$ cat src/rtl/slink_gpio_serdes_align_ctrl.sv
// Word-alignment controller for the GPIO serdes RX path: finds the serdes_count phase on which
// TRAIN_PATTERN completes, confirms it over repeated words and publishes it as align_offset.
module slink_gpio_serdes_align_ctrl #(
  parameter int                        PAR_DATA_WIDTH  = 8,
  parameter int                        IO_DATA_WIDTH   = 1,
  parameter logic [PAR_DATA_WIDTH-1:0] TRAIN_PATTERN   = 8'hB8,
  parameter int                        LOCK_MATCHES    = 4,
  parameter int                        LOSS_MISMATCHES = 4,
  parameter int                        TIMEOUT_CYCLES  = 1024,
  localparam int                       DIV_RATIO       = PAR_DATA_WIDTH / IO_DATA_WIDTH,
  localparam int                       COUNT_W         = $clog2(DIV_RATIO)
) (
  input  logic                     serial_clk_gated,
  input  logic                     serial_reset,
  input  logic                     train_en,
  input  logic [COUNT_W-1:0]       serdes_count,
  input  logic [IO_DATA_WIDTH-1:0] rx_ser_data,
  output logic [COUNT_W-1:0]       align_offset,
  output logic                     align_locked,
  output logic                     align_error,
  output logic [2:0]               align_state,
  output logic                     match_pulse
);

  localparam logic [2:0] S_IDLE    = 3'd0;
  localparam logic [2:0] S_SEARCH  = 3'd1;
  localparam logic [2:0] S_CONFIRM = 3'd2;
  localparam logic [2:0] S_LOCKED  = 3'd3;
  localparam logic [2:0] S_ERROR   = 3'd4;

  localparam int MATCH_W = $clog2(LOCK_MATCHES + 1);
  localparam int MISS_W  = $clog2(LOSS_MISMATCHES + 1);
  localparam int TIMER_W = $clog2(TIMEOUT_CYCLES + 1);

  // Counter values at which the next in-phase event completes the decision.
  localparam logic [MATCH_W-1:0] LOCK_LAST  = MATCH_W'(LOCK_MATCHES - 1);
  localparam logic [MISS_W-1:0]  LOSS_LAST  = MISS_W'(LOSS_MISMATCHES - 1);
  localparam logic [TIMER_W-1:0] TIMER_LAST = TIMER_W'(TIMEOUT_CYCLES - 1);

  logic [PAR_DATA_WIDTH-1:0] r_window;
  logic [PAR_DATA_WIDTH-1:0] w_win_next;
  logic                      w_match;
  logic [2:0]                r_state;
  logic [COUNT_W-1:0]        r_cand_offset;
  logic [COUNT_W-1:0]        r_align_offset;
  logic [MATCH_W-1:0]        r_match_cnt;
  logic [MISS_W-1:0]         r_miss_cnt;
  logic [TIMER_W-1:0]        r_timer;
  logic                      r_match_pulse;

  // Newest beat enters at the top, so beat 0 of a completed word sits in the LSBs.
  assign w_win_next = {rx_ser_data, r_window[PAR_DATA_WIDTH-1:IO_DATA_WIDTH]};
  assign w_match    = (w_win_next == TRAIN_PATTERN);

  // NOTE: every register here uses an asynchronous reset so IDLE is forced the moment
  // serial_reset rises, even if the gated clock is stopped.
  always_ff @(posedge serial_clk_gated or posedge serial_reset) begin
    if (serial_reset) begin
      r_window      <= '0;
      r_match_pulse <= 1'b0;
    end else begin
      // NOTE: sequential state uses non-blocking assignments so every register samples
      // pre-edge values regardless of statement order.
      r_window      <= w_win_next;
      r_match_pulse <= w_match;
    end
  end

  always_ff @(posedge serial_clk_gated or posedge serial_reset) begin
    if (serial_reset) begin
      r_state        <= S_IDLE;
      r_cand_offset  <= '0;
      r_align_offset <= '0;
      r_match_cnt    <= '0;
      r_miss_cnt     <= '0;
      r_timer        <= '0;
    end else begin
      case (r_state)
        S_IDLE: begin
          if (train_en) begin
            r_state <= S_SEARCH;
            r_timer <= '0;
          end
        end

        S_SEARCH, S_CONFIRM: begin
          if (!train_en) begin
            r_state     <= S_IDLE;
            r_timer     <= '0;
            r_match_cnt <= '0;
            r_miss_cnt  <= '0;
          end else if (r_timer == TIMER_LAST) begin
            r_state <= S_ERROR;
          end else begin
            r_timer <= r_timer + TIMER_W'(1);
            if (r_state == S_SEARCH) begin
              if (w_match) begin
                r_cand_offset <= serdes_count;
                r_match_cnt   <= MATCH_W'(1);
                if (LOCK_MATCHES == 1) begin
                  r_state        <= S_LOCKED;
                  r_align_offset <= serdes_count;
                  r_miss_cnt     <= '0;
                end else begin
                  r_state <= S_CONFIRM;
                end
              end
            end else if (serdes_count == r_cand_offset) begin
              if (!w_match) begin
                r_state     <= S_SEARCH;
                r_match_cnt <= '0;
              end else if (r_match_cnt == LOCK_LAST) begin
                r_state        <= S_LOCKED;
                r_align_offset <= r_cand_offset;
                r_match_cnt    <= MATCH_W'(LOCK_MATCHES);
                r_miss_cnt     <= '0;
              end else begin
                r_match_cnt <= r_match_cnt + MATCH_W'(1);
              end
            end
          end
        end

        S_LOCKED: begin
          // Checking is suspended (miss count held) while training is disabled.
          if (train_en && serdes_count == r_align_offset) begin
            if (w_match) begin
              r_miss_cnt <= '0;
            end else if (r_miss_cnt == LOSS_LAST) begin
              r_state     <= S_SEARCH;
              r_timer     <= '0;
              r_miss_cnt  <= '0;
              r_match_cnt <= '0;
            end else begin
              r_miss_cnt <= r_miss_cnt + MISS_W'(1);
            end
          end
        end

        S_ERROR: begin
          if (!train_en) begin
            r_state     <= S_IDLE;
            r_timer     <= '0;
            r_match_cnt <= '0;
            r_miss_cnt  <= '0;
          end
        end

        default: r_state <= S_IDLE;
      endcase
    end
  end

  assign align_offset = r_align_offset;
  assign align_locked = (r_state == S_LOCKED);
  assign align_error  = (r_state == S_ERROR);
  assign align_state  = r_state;
  assign match_pulse  = r_match_pulse;

endmodule

$ cat config.mk
export PLATFORM = sky130hd
export DESIGN_NAME = slink_gpio_serdes_align_ctrl
export DESIGN_NICKNAME = d
export VERILOG_FILES = /design/src/rtl/slink_gpio_serdes_align_ctrl.sv
export SDC_FILE = /design/constraint.sdc
export NUM_CORES = 1
export LEC_CHECK = 0
export ABC_AREA = 0
export BUFFER_PORTS_ARGS = -buffer_cell sky130_fd_sc_hd__buf_2
export CORE_ASPECT_RATIO = 0.75
export CORE_MARGIN = 1.5
export CORE_UTILIZATION = 50
export CTS_CLUSTER_SIZE = 20
export DETAILED_ROUTE_END_ITERATION = 8
export PLACE_DENSITY = 0.75
export SYNTH_ARGS = -nofsm -noshare
export SYNTH_HDL_FRONTEND = slang
export SYNTH_SLANG_ARGS = --single-unit
export TNS_END_PERCENT = 1
$ cat constraint.sdc
create_clock -name serial_clk_gated -period 2.1 [get_ports serial_clk_gated]
set_input_delay 0.315 -clock serial_clk_gated [delete_from_list [all_inputs] [get_ports serial_clk_gated]]
set_output_delay 0.315 -clock serial_clk_gated [all_outputs]
set_load 0.02 [all_outputs]
* Word level (Yosys, flattened, before mapping)
Index checks and enable logic that the tools add are counted.
** Operators by class
- Add/sub/neg operators :: 3
- Equality and inequality tests :: 25
- Muxes and demuxes :: 42
- Bitwise logic cells :: 2
- Reduce and logical (&&, ||, !) cells :: 11
** Operators by type and width (number)
- $mux W3 :: 31
- $mux W11 :: 7
- $pmux W11 S4 :: 1
- $reduce_and A8 Y1 :: 3
- $pmux W3 S3 :: 2
- $ne A3 B3 Y1 const B :: 5
- $reduce_and A7 Y1 :: 2
- $eq A3 B2 Y1 const B :: 4
- $pmux W3 S4 :: 1
- $add A11 B1 Y11 const B :: 1
- $eq A11 B10 Y1 const B :: 1
- $ne A5 B5 Y1 const B :: 2
- $eq A8 B8 Y1 const B :: 1
- $ne A4 B4 Y1 const B :: 2
- $add A3 B1 Y3 const B :: 2
- $eq A3 B3 Y1 :: 2
- $ne A2 B2 Y1 const B :: 3
- $ne A6 B6 Y1 const B :: 1
- $reduce_and A5 Y1 :: 1
- $ne A2 B1 Y1 const B :: 2
- $reduce_bool A4 Y1 :: 1
- $eq A3 B1 Y1 const B :: 1
- $eq A3 B3 Y1 const B :: 1
- $logic_not A3 Y1 :: 1
- 4 further kinds :: 5
** Storage, ports and cells
- Bits in registers :: 35
- Input bits :: 7
- Output and inout bits :: 9

* Logic depth before layout (Yosys ltp)
Gate-level depths: netlist (run 1).
- Word-level depth :: 8
- Depth in mapped cells :: 8
- Gate-level depth less buffers :: 7

* Least setup slack after synthesis (run 1)
Ideal clock, no wire load.
- Path type :: register to register
- Start :: reg r_state[0] (netlist: align_state[0])
- End :: reg r_match_cnt[0]
- Arrival :: 1936 ps
- Data required time :: 1975 ps
- Setup slack :: 39 ps
- Stages on the path, launching flop included :: 6
- Period minus slack after synthesis :: 2061 ps
- Cell sequence :: dfrtp_1 -> nor2b_4 -> and2_0 -> or2_2 -> a221o_1 -> mux2_2
** RTL lines
- start, declared :: RTL line 43 : logic [2:0] r_state;
- start signal, assigned :: RTL line 71 : r_state <= S_IDLE;
- start signal, assigned :: RTL line 81 : r_state <= S_SEARCH;
- start signal, assigned :: RTL line 88 : r_state <= S_IDLE;
- $eq A3 B2 Y1 *
- net align_locked :: RTL line 19 : output logic align_locked,
- $ne A2 B1 Y1 (no line), or another cell as far along
- $reduce_and A8 Y1 (no line)
- end signal, assigned :: RTL line 115 : r_match_cnt <= MATCH_W'(LOCK_MATCHES);
- end signal, assigned :: RTL line 118 : r_match_cnt <= r_match_cnt + MATCH_W'(1);
- end, declared :: RTL line 46 : logic [MATCH_W-1:0] r_match_cnt;
The timed path passes the listed nets; every way through them passes the cells marked *. The select of a mux whose other input is x is not followed.
A chain may end at the register's enable or synchronous reset.

* Worst setup path after layout (run 1)
- Start :: reg r_timer[1]
- End :: reg r_match_cnt[2]
** Between the ends
- Word-level cells in the longest chain between the ends :: 3
** RTL lines
- start, declared :: RTL line 48 : logic [TIMER_W-1:0] r_timer;
- start signal, assigned :: RTL line 95 : r_timer <= r_timer + TIMER_W'(1);
- $eq A11 B10 Y1 :: RTL line 92 : end else if (r_timer == TIMER_LAST) begin
- $ne A3 B3 Y1 (no line)
- $reduce_and A8 Y1 (no line)
Every way passes these cells.

==> results of run 1 <==
==> cell families after synthesis <==
logic type | count (synthesis) | synth area share
AOI/OAI and AO/OA | 40 | 0.140
xor gates and xnor gates | 8 | 0.0364
adders and majority gates | 4 | 0.0260
buffers and inverters | 17 | 0.0546
DFF | 34 | 0.442
muxes | 12 | 0.0689
and+or+nand+nor | 73 | 0.232
==> cell usage in the layout (no fill, tap or decap), types with 9 or more instances in the layout <==
cell,instances
buf_2,15
inv_1,11
nor2_1,14
dfrtp_1,34
buf_4,19
mux2_2,10
nand2_1,13
a21oi_1,9
==> final timing paths <==
kind / slack [ps] / endpoint / start / cells past startpoint
worst max register to register: 110 / r_match_cnt[2]$_DFFE_PP0P_ / r_timer[1]$_DFFE_PP0P_ / 6
min in group serial_clk_gated: 150 / r_window[7]$_DFF_PP0_ / rx_ser_data / 1
max in group asynchronous: 1700 / r_match_cnt[1]$_DFFE_PP0P_ / serial_reset / 3
worst max-delay path: 110 / r_match_cnt[2]$_DFFE_PP0P_ / r_timer[1]$_DFFE_PP0P_ / 6
worst min register to register: 370 / r_window[6]$_DFF_PP0_ / r_window[7]$_DFF_PP0_ / 0
worst min-delay path: 100 / r_timer[4]$_DFFE_PP0P_ / serial_reset / 3
==> flip-flops by register name, indices dropped and copies added, names as in the netlist <==
name           count
align_state        3
r_miss_cnt         3
r_match_cnt        3
align_offset       3
match_pulse        1
r_cand_offset      3
r_window           7
r_timer           11
==> power by group <==
part	leakage [nW]	internal, W	switching, W
registers	0.452	0.000713	0.0000521
logic	0.586	0.000247	0.000287
clock network	0.0472	0.000263	0.000244
==> tightest hold or removal path, delay by kind of cell <==
kind	cells	cell delay, ps
buffers and inverters	3	500
==> synthesized netlist by cell type, drive strengths merged <==
| master | instances | share of area |
|---|---|---|
| buf | 2 | 0.0098 |
| a22oi | 1 | 0.0039 |
| nor3b | 1 | 0.0039 |
| xnor2 | 1 | 0.0046 |
| a31oi | 6 | 0.020 |
| and3 | 1 | 0.0033 |
| a211oi | 2 | 0.010 |
| mux2i | 2 | 0.010 |
| nand2 | 13 | 0.025 |
| o211ai | 1 | 0.0039 |
| inv | 11 | 0.021 |
| xor2 | 7 | 0.032 |
| or2 | 3 | 0.0098 |
| nand2b | 3 | 0.0098 |
| o211a | 1 | 0.0052 |
| nand3 | 7 | 0.018 |
| a221o | 1 | 0.0052 |
| or4 | 1 | 0.0059 |
| o21ai | 7 | 0.018 |
| a41o | 2 | 0.010 |
| o22ai | 3 | 0.0098 |
| mux2 | 10 | 0.059 |
| a32o | 1 | 0.0052 |
| clkbuf | 4 | 0.023 |
| and4bb | 2 | 0.013 |
| a31o | 1 | 0.0046 |
| nor4 | 5 | 0.024 |
| o21a | 1 | 0.0039 |
| and2 | 5 | 0.017 |
| nor2 | 14 | 0.027 |
| a21o | 2 | 0.0078 |
| dfrtp | 34 | 0.44 |
| nand4 | 3 | 0.025 |
| nor2b | 5 | 0.020 |
| a21oi | 10 | 0.028 |
| and2b | 1 | 0.0046 |
| nor3 | 7 | 0.018 |
| or3 | 2 | 0.0065 |
| a21boi | 1 | 0.0039 |
| ha | 4 | 0.026 |
==> metal layers <==
metal  GRT usage  part of all wire
met5           0                 0
met1       0.311              0.52
met2       0.282              0.41
met4       0.101             0.021
met3      0.0485             0.046
==> stage by stage <==
step,hold WS [ps],cell area [µm²],power (W),setup WS (ps),instances
global route,135,2250,0.00191,2.75,276
global placement,355,2140,0.00130,45.3,268
finish,96.9,2250,0.00181,111,276
detailed placement,364,2140,0.00131,9.16,268
floorplan,346,1920,0.00116,38.8,188
CTS,107,2240,0.00182,10.0,276
==> layout make-up <==
cell class / instances / area (µm²) / share of cell area
clock buffer: 6 / 82.6 / 0.0368
clock inverter: 2 / 12.5 / 0.00557
inverter: 11 / 41.3 / 0.0184
multi-input combinational: 137 / 976 / 0.435
sequential: 34 / 851 / 0.379
tap: 52 / 65.1 / 0.0290
timing repair buffer: 34 / 218 / 0.0969
==> timing repair <==
| item | 4_1_cts | 5_1_grt |
|---|---|---|
| resized for setup | 1 | 1 |
| hold buffers | 0 | 0 |
| setup endpoints to repair | 1 | 6 |
| pin swaps | 1 | 2 |
==> summary.md, run 1 <==
| Metric | Value |
|---|---|
| Slew headroom | 0.704 |
| Outcome | complete, no violations |
| Drt pass-1 iters | 4 |
| Actual slew at the worst max-slew pin | 440 ps |
| Number of diodes | 0 |
| Synth Register Bits | 34 |
| GRT Util Overall | 0.209 |
| Final ANT Viol Nets | 0 |
| Minimum clock period | 1990 ps |
| CP endpoint kind | flip-flop |
| WL final | 3680 µm |
| Post-CTS Setup Bufs | 0 |
| Setup crit start kind | flip-flop |
| Pin count of the biggest net entering global routing | 35 |
| Ports | 16 |
| Wire length of the first global-routing pass | 6600 µm |
| Critical path's largest stage delay | 470 ps |
| Fin crit share | 0.947 |
| Synth unique cells | 49 |
| Crit path required time | 2280 ps |
| Largest delay contributor family on the critical path | simple AND/OR/NAND/NOR gates |
| Reg clk slew, reported paths | 80 ps |
| H-tree levels | 2 |
| Worst-Skew Late Latency | around 300 ps |
| Post-DR wirelength/cell | 13.3 µm |
| CP Class | reg -> reg |
| Grt ovf | 0 |
| Detail Placement HPWL | around 2700 µm |
| Row count | 19 |
| Critical path, cell by cell | ha_2 -> nand4_4 -> or4_4 -> o21ai_0 -> a221o_1 -> mux2_2 |
| Seq/Total Area, Yosys | 0.442 |
| CTS buffer count | 5 |
| VDD IR-drop max | 0.565 mV |
| Post-synthesis net count | 199 |
| Number of synthesis warnings | 0 |
| Mapped cell area | 1920 µm² |
| LEAKAGE | 1.09 nW |
| CP arrival | 2170 ps |
| Crit-path slowest cell | or4_4 |
| Antenna violations before repair | 0 |
| RSZ-0062 raised after global routing | no |
| Synthesis-to-finish area growth | 16.7% |
| Max-slew violation count | 0 |
| Port bufs | 15 |
| Syn Area/Cell | 10.2 µm² |
| Fillers | around 320 |
| Sum of negative setup slack | 0 ps |
| Power per cell area | 804 nW/µm² |
| DRC | 0 |
| Core Box Area | 3660 µm² |
| Global placement routability congestion | 0.910 |
| Number of max-cap violations | 0 |
| Die height | ~57 µm |
| Layout cells sized above 1 | 0.308 |
| Highest Clock Rate | about 500 MHz |
| Nets | between 200 and 250 |
| Clock Tree Root | clkbuf_8 |
| Vias in the first global route | 1431 |
| Setup violations, final | 0 |
| Final hold vios | 0 |
| Sink Count | 34 |
| Initial Util | 0.526 |
| Crit path buf inv count | 0 |
| First DRT Iteration DRCs | 135 |
| CTS Buffer Depth | 2 |
| Post-DR vias/cell | 5.46 |
| Die Width | approximately 75 µm |
| Worst min path class | in -> async |
| Worst-path fanout max | 5 |
| Die area | about 4200 µm² |
| TritonCTS clock tree | yes |
| Vias | 1507 |
| Finished Core Util | 0.613 |
| Final Skew | between 10 and 15 ps |
| Synth Instances | 188 |
Note: power is estimated with default switching activity, not from simulation.
==> inputs of run 2 (changes only) <==
--- a/config.mk
+++ b/config.mk
@@ -13,6 +13,7 @@
 export CTS_CLUSTER_SIZE = 20
 export DETAILED_ROUTE_END_ITERATION = 8
 export PLACE_DENSITY = 0.75
+export REMOVE_ABC_BUFFERS = 1
 export SYNTH_ARGS = -nofsm -noshare
 export SYNTH_HDL_FRONTEND = slang
 export SYNTH_SLANG_ARGS = --single-unit
==> summary.md, run 2 (synthesis results as in run 1) <==
| Metric | Value |
|---|---|
| Max-slew violation count | 0 |
| Actual slew at the worst max-slew pin | 420 ps |
| DRC | 0 |
| TritonCTS clock tree | yes |
| Ports | 16 |
| Die height | 56.7 µm |
| Largest Register | r_timer |
| Die Width | 74.6 µm |
| Post-DR vias/cell | between 5 and 6 |
| Crit-path slowest cell | dfrtp_1 |
| First DRT Iteration DRCs | 129 |
| Most frequent CP cell | buf_4 |
| H-tree levels | 2 |
| Final hold vios | 0 |
| CTS Buffer Depth | 2 |
| LEAKAGE | between 1 and 1.5 nW |
| Reg clk slew, reported paths | 70 ps |
| Sink Count | 34 |
| Wire length of the first global-routing pass | ~6600 µm |
| Antenna violations before repair | 0 |
| CP Class | reg -> reg |
| Highest Clock Rate | roughly 500 MHz |
| Pin count of the biggest net entering global routing | 35 |
| Post-Place Cells | 269 |
| Slew headroom | 0.720 |
| Cts hold-fix bufs | 0 |
| Setup violations, final | 0 |
| Finished Core Util | 0.624 |
| Fin crit share | 0.952 |
| Initial Util | 0.526 |
| Commonest non-fill, non-tap cell in the layout | dfrtp_1 |
| Grt ovf | 0 |
| Vias in the first global route | 1416 |
| Clock power share | 0.302 |
| CTS buffer count | 5 |
| CP arrival | 2170 ps |
| Number of max-cap violations | 0 |
| Core Box Area | 3660 µm² |
| RSZ-0062 raised after global routing | yes |
| Crit path required time | 2270 ps |
| Number of diodes | 0 |
| Gate power share | 0.293 |
| Layout cells sized above 1 | 0.316 |
| Nets | 235 |
| Total power | between 0.0015 and 0.002 W |
| R2R Setup Slk | 100 ps |
| Reg2Reg Depth | 8 |
| Largest delay contributor family on the critical path | buffers and inverters |
| Post-DR wirelength/cell | 13.9 µm |
| Critical path, cell by cell | ha_4 -> nand4_4 -> buf_4 -> nor4_4 -> buf_4 -> nor4_1 -> buf_4 -> mux2_2 |
| Max reg flops | 11 |
| Final Skew | around 4.3 ps |
| Power per cell area | roughly 850 nW/µm² |
| Global placement routability congestion | 0.903 |
| Vias | 1532 |
| Clock Tree Root | clkbuf_8 |
| Cell Count, Final, Fillers Out | 277 |
| Worst-path fanout max | 7 |
| Top flop regs | r_timer x11, r_window x7 |
| GRT Util Overall | 0.207 |
| WL final | 3850 µm |
| Critical path's largest stage delay | 420 ps |
| Outcome | complete, no violations |
| Port bufs | 15 |
| Power Internal | ~0.0013 W |
| Sequential cell fraction of total power | 0.405 |
| R2R Path End | r_cand_offset[2]$_DFFE_PP0P_ |
| P_sw | 0.000603 W |
| VDD IR-drop max | 0.487 mV |
| Commonest cells after routing, fill and taps aside | dfrtp_1 (34), buf_4 (20), buf_2 (15) |
| Die area | 4230 µm² |
| Worst-Skew Late Latency | 290 ps |
| Crit path buf inv count | 3 |
| Sw frac | 0.312 |
| Synthesis-to-finish area growth | 18.7% |
| Row count | 19 |
| Setup crit start kind | flip-flop |
| Detail Placement HPWL | roughly 2800 µm |
| Fillers | 325 |
| Final ANT Viol Nets | 0 |
| Minimum clock period | between 2000 and 2500 ps |
| Drt pass-1 iters | 4 |
| RR Startpoint | r_timer[1]$_DFFE_PP0P_ |
| CP endpoint kind | flip-flop |
| Worst min path class | in -> async |
==> run 2: how the worst max path moves through the flow <==
stage                                           from                           end  slack, ps  depth (start not counted)
after global routing          r_timer[1]$_DFFE_PP0P_  r_cand_offset[2]$_DFFE_PP0P_         -9                          8
after detailed placement      r_timer[1]$_DFFE_PP0P_    r_match_cnt[2]$_DFFE_PP0P_         40                          6
after floorplan           align_state[0]$_DFFE_PP0P_       r_timer[10]$_DFFE_PP0P_       -120                          6
final                         r_timer[1]$_DFFE_PP0P_  r_cand_offset[2]$_DFFE_PP0P_        100                          8
after global placement               serdes_count[1]        r_timer[1]$_DFFE_PP0P_         90                          8
after CTS                     r_timer[1]$_DFFE_PP0P_    r_match_cnt[2]$_DFFE_PP0P_         20                          6
==> run 2: layout make-up <==
| cell class | count | area [µm²] | area share |
|---|---|---|---|
| Multi-Input combinational cell | 137 | 992 | 0.435 |
| Sequential cell | 34 | 851 | 0.373 |
| Timing Repair Buffer | 35 | 225 | 0.0986 |
| Clock buffer | 5 | 68.8 | 0.0301 |
| Tap cell | 52 | 65.1 | 0.0285 |
| Inverter | 11 | 41.3 | 0.0181 |
| Clock inverter | 3 | 40.0 | 0.0175 |
==> run 2: per-layer routing <==
layer  up-vias  share of wire  track usage
li1        754              -            -
met1       729           0.49        0.295
met2        42           0.44        0.296
met3         7          0.056       0.0503
met4         0          0.015       0.0883
met5         -              0            0
==> run 2: repair_timing <==
item | CTS | global route
setup endpoints to repair | 0 | 19
setup buffers | 0 | 0
gates resized for setup | 0 | 5
==> run 2: power by group through the flow <==
stage               Combinational [W]  Clock (W)  Sequential (W)
floorplan                    0.000320          0        0.000802
global placement             0.000535          0        0.000778
detailed placement           0.000544          0        0.000782
CTS                          0.000552   0.000598        0.000770
global route                 0.000620   0.000628        0.000789
finish                       0.000566   0.000583        0.000782
==> run 2: metrics by stage <==
stage               hold slack (ps)  setup TNS, ps  area, µm²  worst slack, ps
global route                    135          -25.5       2280            -9.47
finish                          103              0       2280             99.8
global placement                356              0       2150             88.0
floorplan                       346          -1310       1860             -122
CTS                             121              0       2260             16.7
detailed placement              359              0       2150             37.3
==> run 2: worst min-delay path: stages <==
cell	delay, ps
buf_2	90
inv_1	40
buf_4	370
==> inputs of run 3 (changes only) <==
--- a/config.mk
+++ b/config.mk
@@ -7,7 +7,6 @@
 export LEC_CHECK = 0
 export ABC_AREA = 0
 export BUFFER_PORTS_ARGS = -buffer_cell sky130_fd_sc_hd__buf_2
-export CORE_ASPECT_RATIO = 0.75
 export CORE_MARGIN = 1.5
 export CORE_UTILIZATION = 50
 export CTS_CLUSTER_SIZE = 20
==> summary.md, run 3 (synthesis results as in run 1) <==
| Metric | Value |
|---|---|
| Outcome | complete, no violations |
| Worst-path fanout max | 3 |
| Die area | 4230 µm² |
| Core Box Area | 3690 µm² |
| Highest Clock Rate | 501 MHz |
| Reg2Reg Depth | 7 |
| Setup crit start kind | flip-flop |
| Final Skew | 3.99 ps |
| Initial Util | 0.522 |
| Number of diodes | 0 |
| Max reg flops | 11 |
| Clock Tree Root | clkbuf_8 |
| Power per cell area | ~860 nW/µm² |
| Number of max-cap violations | 0 |
| Post-DR wirelength/cell | 14.7 µm |
| Largest delay contributor family on the critical path | compound AO/OA/AOI/OAI gates |
| Placed inst area | 2150 µm² |
| Synthesis-to-finish area growth | 21.0% |
| TritonCTS clock tree | yes |
| Multi-input logic area | 993 µm² |
| Worst-Skew Late Latency | 290 ps |
| RR Startpoint | r_timer[1]$_DFFE_PP0P_ |
| Layout cells sized above 1 | 0.348 |
| LEAKAGE | around 1.1 nW |
| Vias | 1519 |
| R2R Setup Slk | 100 ps |
| CP Class | reg -> reg |
| Port bufs | 15 |
| Design Area, Final | around 2300 µm² |
| Setup violations, final | 0 |
| WHS | 102 ps |
| Gate power share | 0.307 |
| CP endpoint kind | flip-flop |
| Largest Register | r_timer |
| Die height | approximately 65 µm |
| Reg clk slew, reported paths | 80 ps |
| Sequential cell fraction of total power | 0.386 |
| Drt pass-1 iters | 4 |
| Commonest non-fill, non-tap cell in the layout | dfrtp_1 |
| Wire length of the first global-routing pass | between 6000 and 7000 µm |
| Crit path buf inv count | 0 |
| Max-slew violation count | 0 |
| Nets | 240 |
| Sw frac | 0.320 |
| First DRT Iteration DRCs | 117 |
| Final ANT Viol Nets | 0 |
| Commonest cells after routing, fill and taps aside | dfrtp_1 (32), buf_4 (24), buf_2 (15) |
| R2R Path End | align_state[1]$_DFFE_PP0P_ |
| CP arrival | around 2200 ps |
| Vias in the first global route | 1416 |
| Minimum clock period | 2000 ps |
| DRC | 0 |
| Power Internal | ~0.0014 W |
| Finished Core Util | 0.631 |
| Fin crit share | 0.951 |
| Grt ovf | 0 |
| Worst min path class | in -> async |
| Crit-path slowest cell | or4_4 |
| Antenna violations before repair | 0 |
| Fillers | slightly above 300 |
| Slew headroom | 0.590 |
| CTS buffer count | 5 |
| H-tree levels | 2 |
| Row count | 22 |
| Ports | 16 |
| Sink Count | 34 |
| GRT Util Overall | 0.210 |
| Pin count of the biggest net entering global routing | 35 |
| CTS Buffer Depth | 2 |
| Crit path required time | 2290 ps |
| Critical path's largest stage delay | 480 ps |
| Global placement routability congestion | 0.832 |
| P_sw | approximately 0.00064 W |
| Detail Placement HPWL | approximately 2900 µm |
| Clock power share | 0.307 |
| Critical path, cell by cell | ha_2 -> nand4_4 -> or4_4 -> a41o_1 -> a21oi_4 -> a21oi_1 -> a41o_1 |
| Total power | slightly above 0.002 W |
| Top flop regs | r_timer x11, r_window x7 |
| Post-DR vias/cell | around 5.5 |
| VDD IR-drop max | 0.606 mV |
| Most frequent CP cell | a41o_1 |
| Die Width | 65.0 µm |
| WL final | a little over 4000 µm |
| Actual slew at the worst max-slew pin | 610 ps |
| Final hold vios | 0 |
| Seq. cell area | roughly 850 µm² |
[run 3: cell types whose count changed in the layout (fill, tap and decap cells not counted), moves of 2 or more]
cell        change
clkinv_2        -2
buf_4           +4
clkinvlp_4      +2
dfrtp_1         -2
dfrtp_2         +2
[run 3: cell type report]
class                           count  area share
Clock buffer                        5      0.0296
Clock inverter                      3      0.0193
Inverter                           11      0.0177
Multi-Input combinational cell    137       0.427
Sequential cell                    34       0.366
Tap cell                           48      0.0258
Timing Repair Buffer               40       0.114
[run 3: how the worst max path moves through the flow]
stage	start	to	cells past startpoint
after detailed placement	r_timer[1]$_DFFE_PP0P_	r_match_cnt[1]$_DFFE_PP0P_	6
after floorplan	align_state[0]$_DFFE_PP0P_	r_timer[10]$_DFFE_PP0P_	6
after global routing	align_offset[1]$_DFFE_PP0P_	r_timer[1]$_DFFE_PP0P_	7
after global placement	r_timer[1]$_DFFE_PP0P_	r_match_cnt[2]$_DFFE_PP0P_	6
after CTS	r_timer[1]$_DFFE_PP0P_	r_match_cnt[1]$_DFFE_PP0P_	6
final	r_timer[1]$_DFFE_PP0P_	align_state[1]$_DFFE_PP0P_	7
[run 3: stage by stage]
step,std cells,TNS [ps],worst slack (ps)
after floorplan,182,-1310,-122
after global placement,265,0,18.4
after detailed placement,265,-74.7,-21.7
after CTS,274,0,4.40
after global routing,278,-27.0,-23.7
final,278,0,102
[run 3: power groups by stage]
stage / clock network, W / logic, W / registers [W]
6_report: 0.000618 / 0.000618 / 0.000776
3_5_place_dp: 0 / 0.000512 / 0.000791
2_1_floorplan: 0 / 0.000320 / 0.000802
4_1_cts: 0.000621 / 0.000534 / 0.000779
5_1_grt: 0.000649 / 0.000680 / 0.000784
3_3_place_gp: 0 / 0.000505 / 0.000788
[run 3: routing by layer]
layer  vias up  global-route usage  wire (µm)
met5         -                   0          0
met4         0              0.0703         50
met3         5              0.0469        145
met2        27               0.341       1980
met1       733               0.278       1920
li1        754                   -          -
[run 3: worst reg2reg max path: cells and delay by family, from the launching register on]
kind | cells | cell delay [ps]
adders and majority gates | 1 | 210
AOI/OAI and AO/OA | 4 | 710
DFF | 1 | 360
and+or+nand+nor | 2 | 610
[run 3: timing repair]
| item | 4_1_cts | 5_1_grt |
|---|---|---|
| hold endpoints to repair | 0 | 0 |
| setup buffers | 1 | 4 |
| hold buffers | 0 | 0 |
| gates resized for setup | 1 | 10 |
| endpoints found under the setup margin | 4 | 19 |
| pin swaps | 1 | 5 |
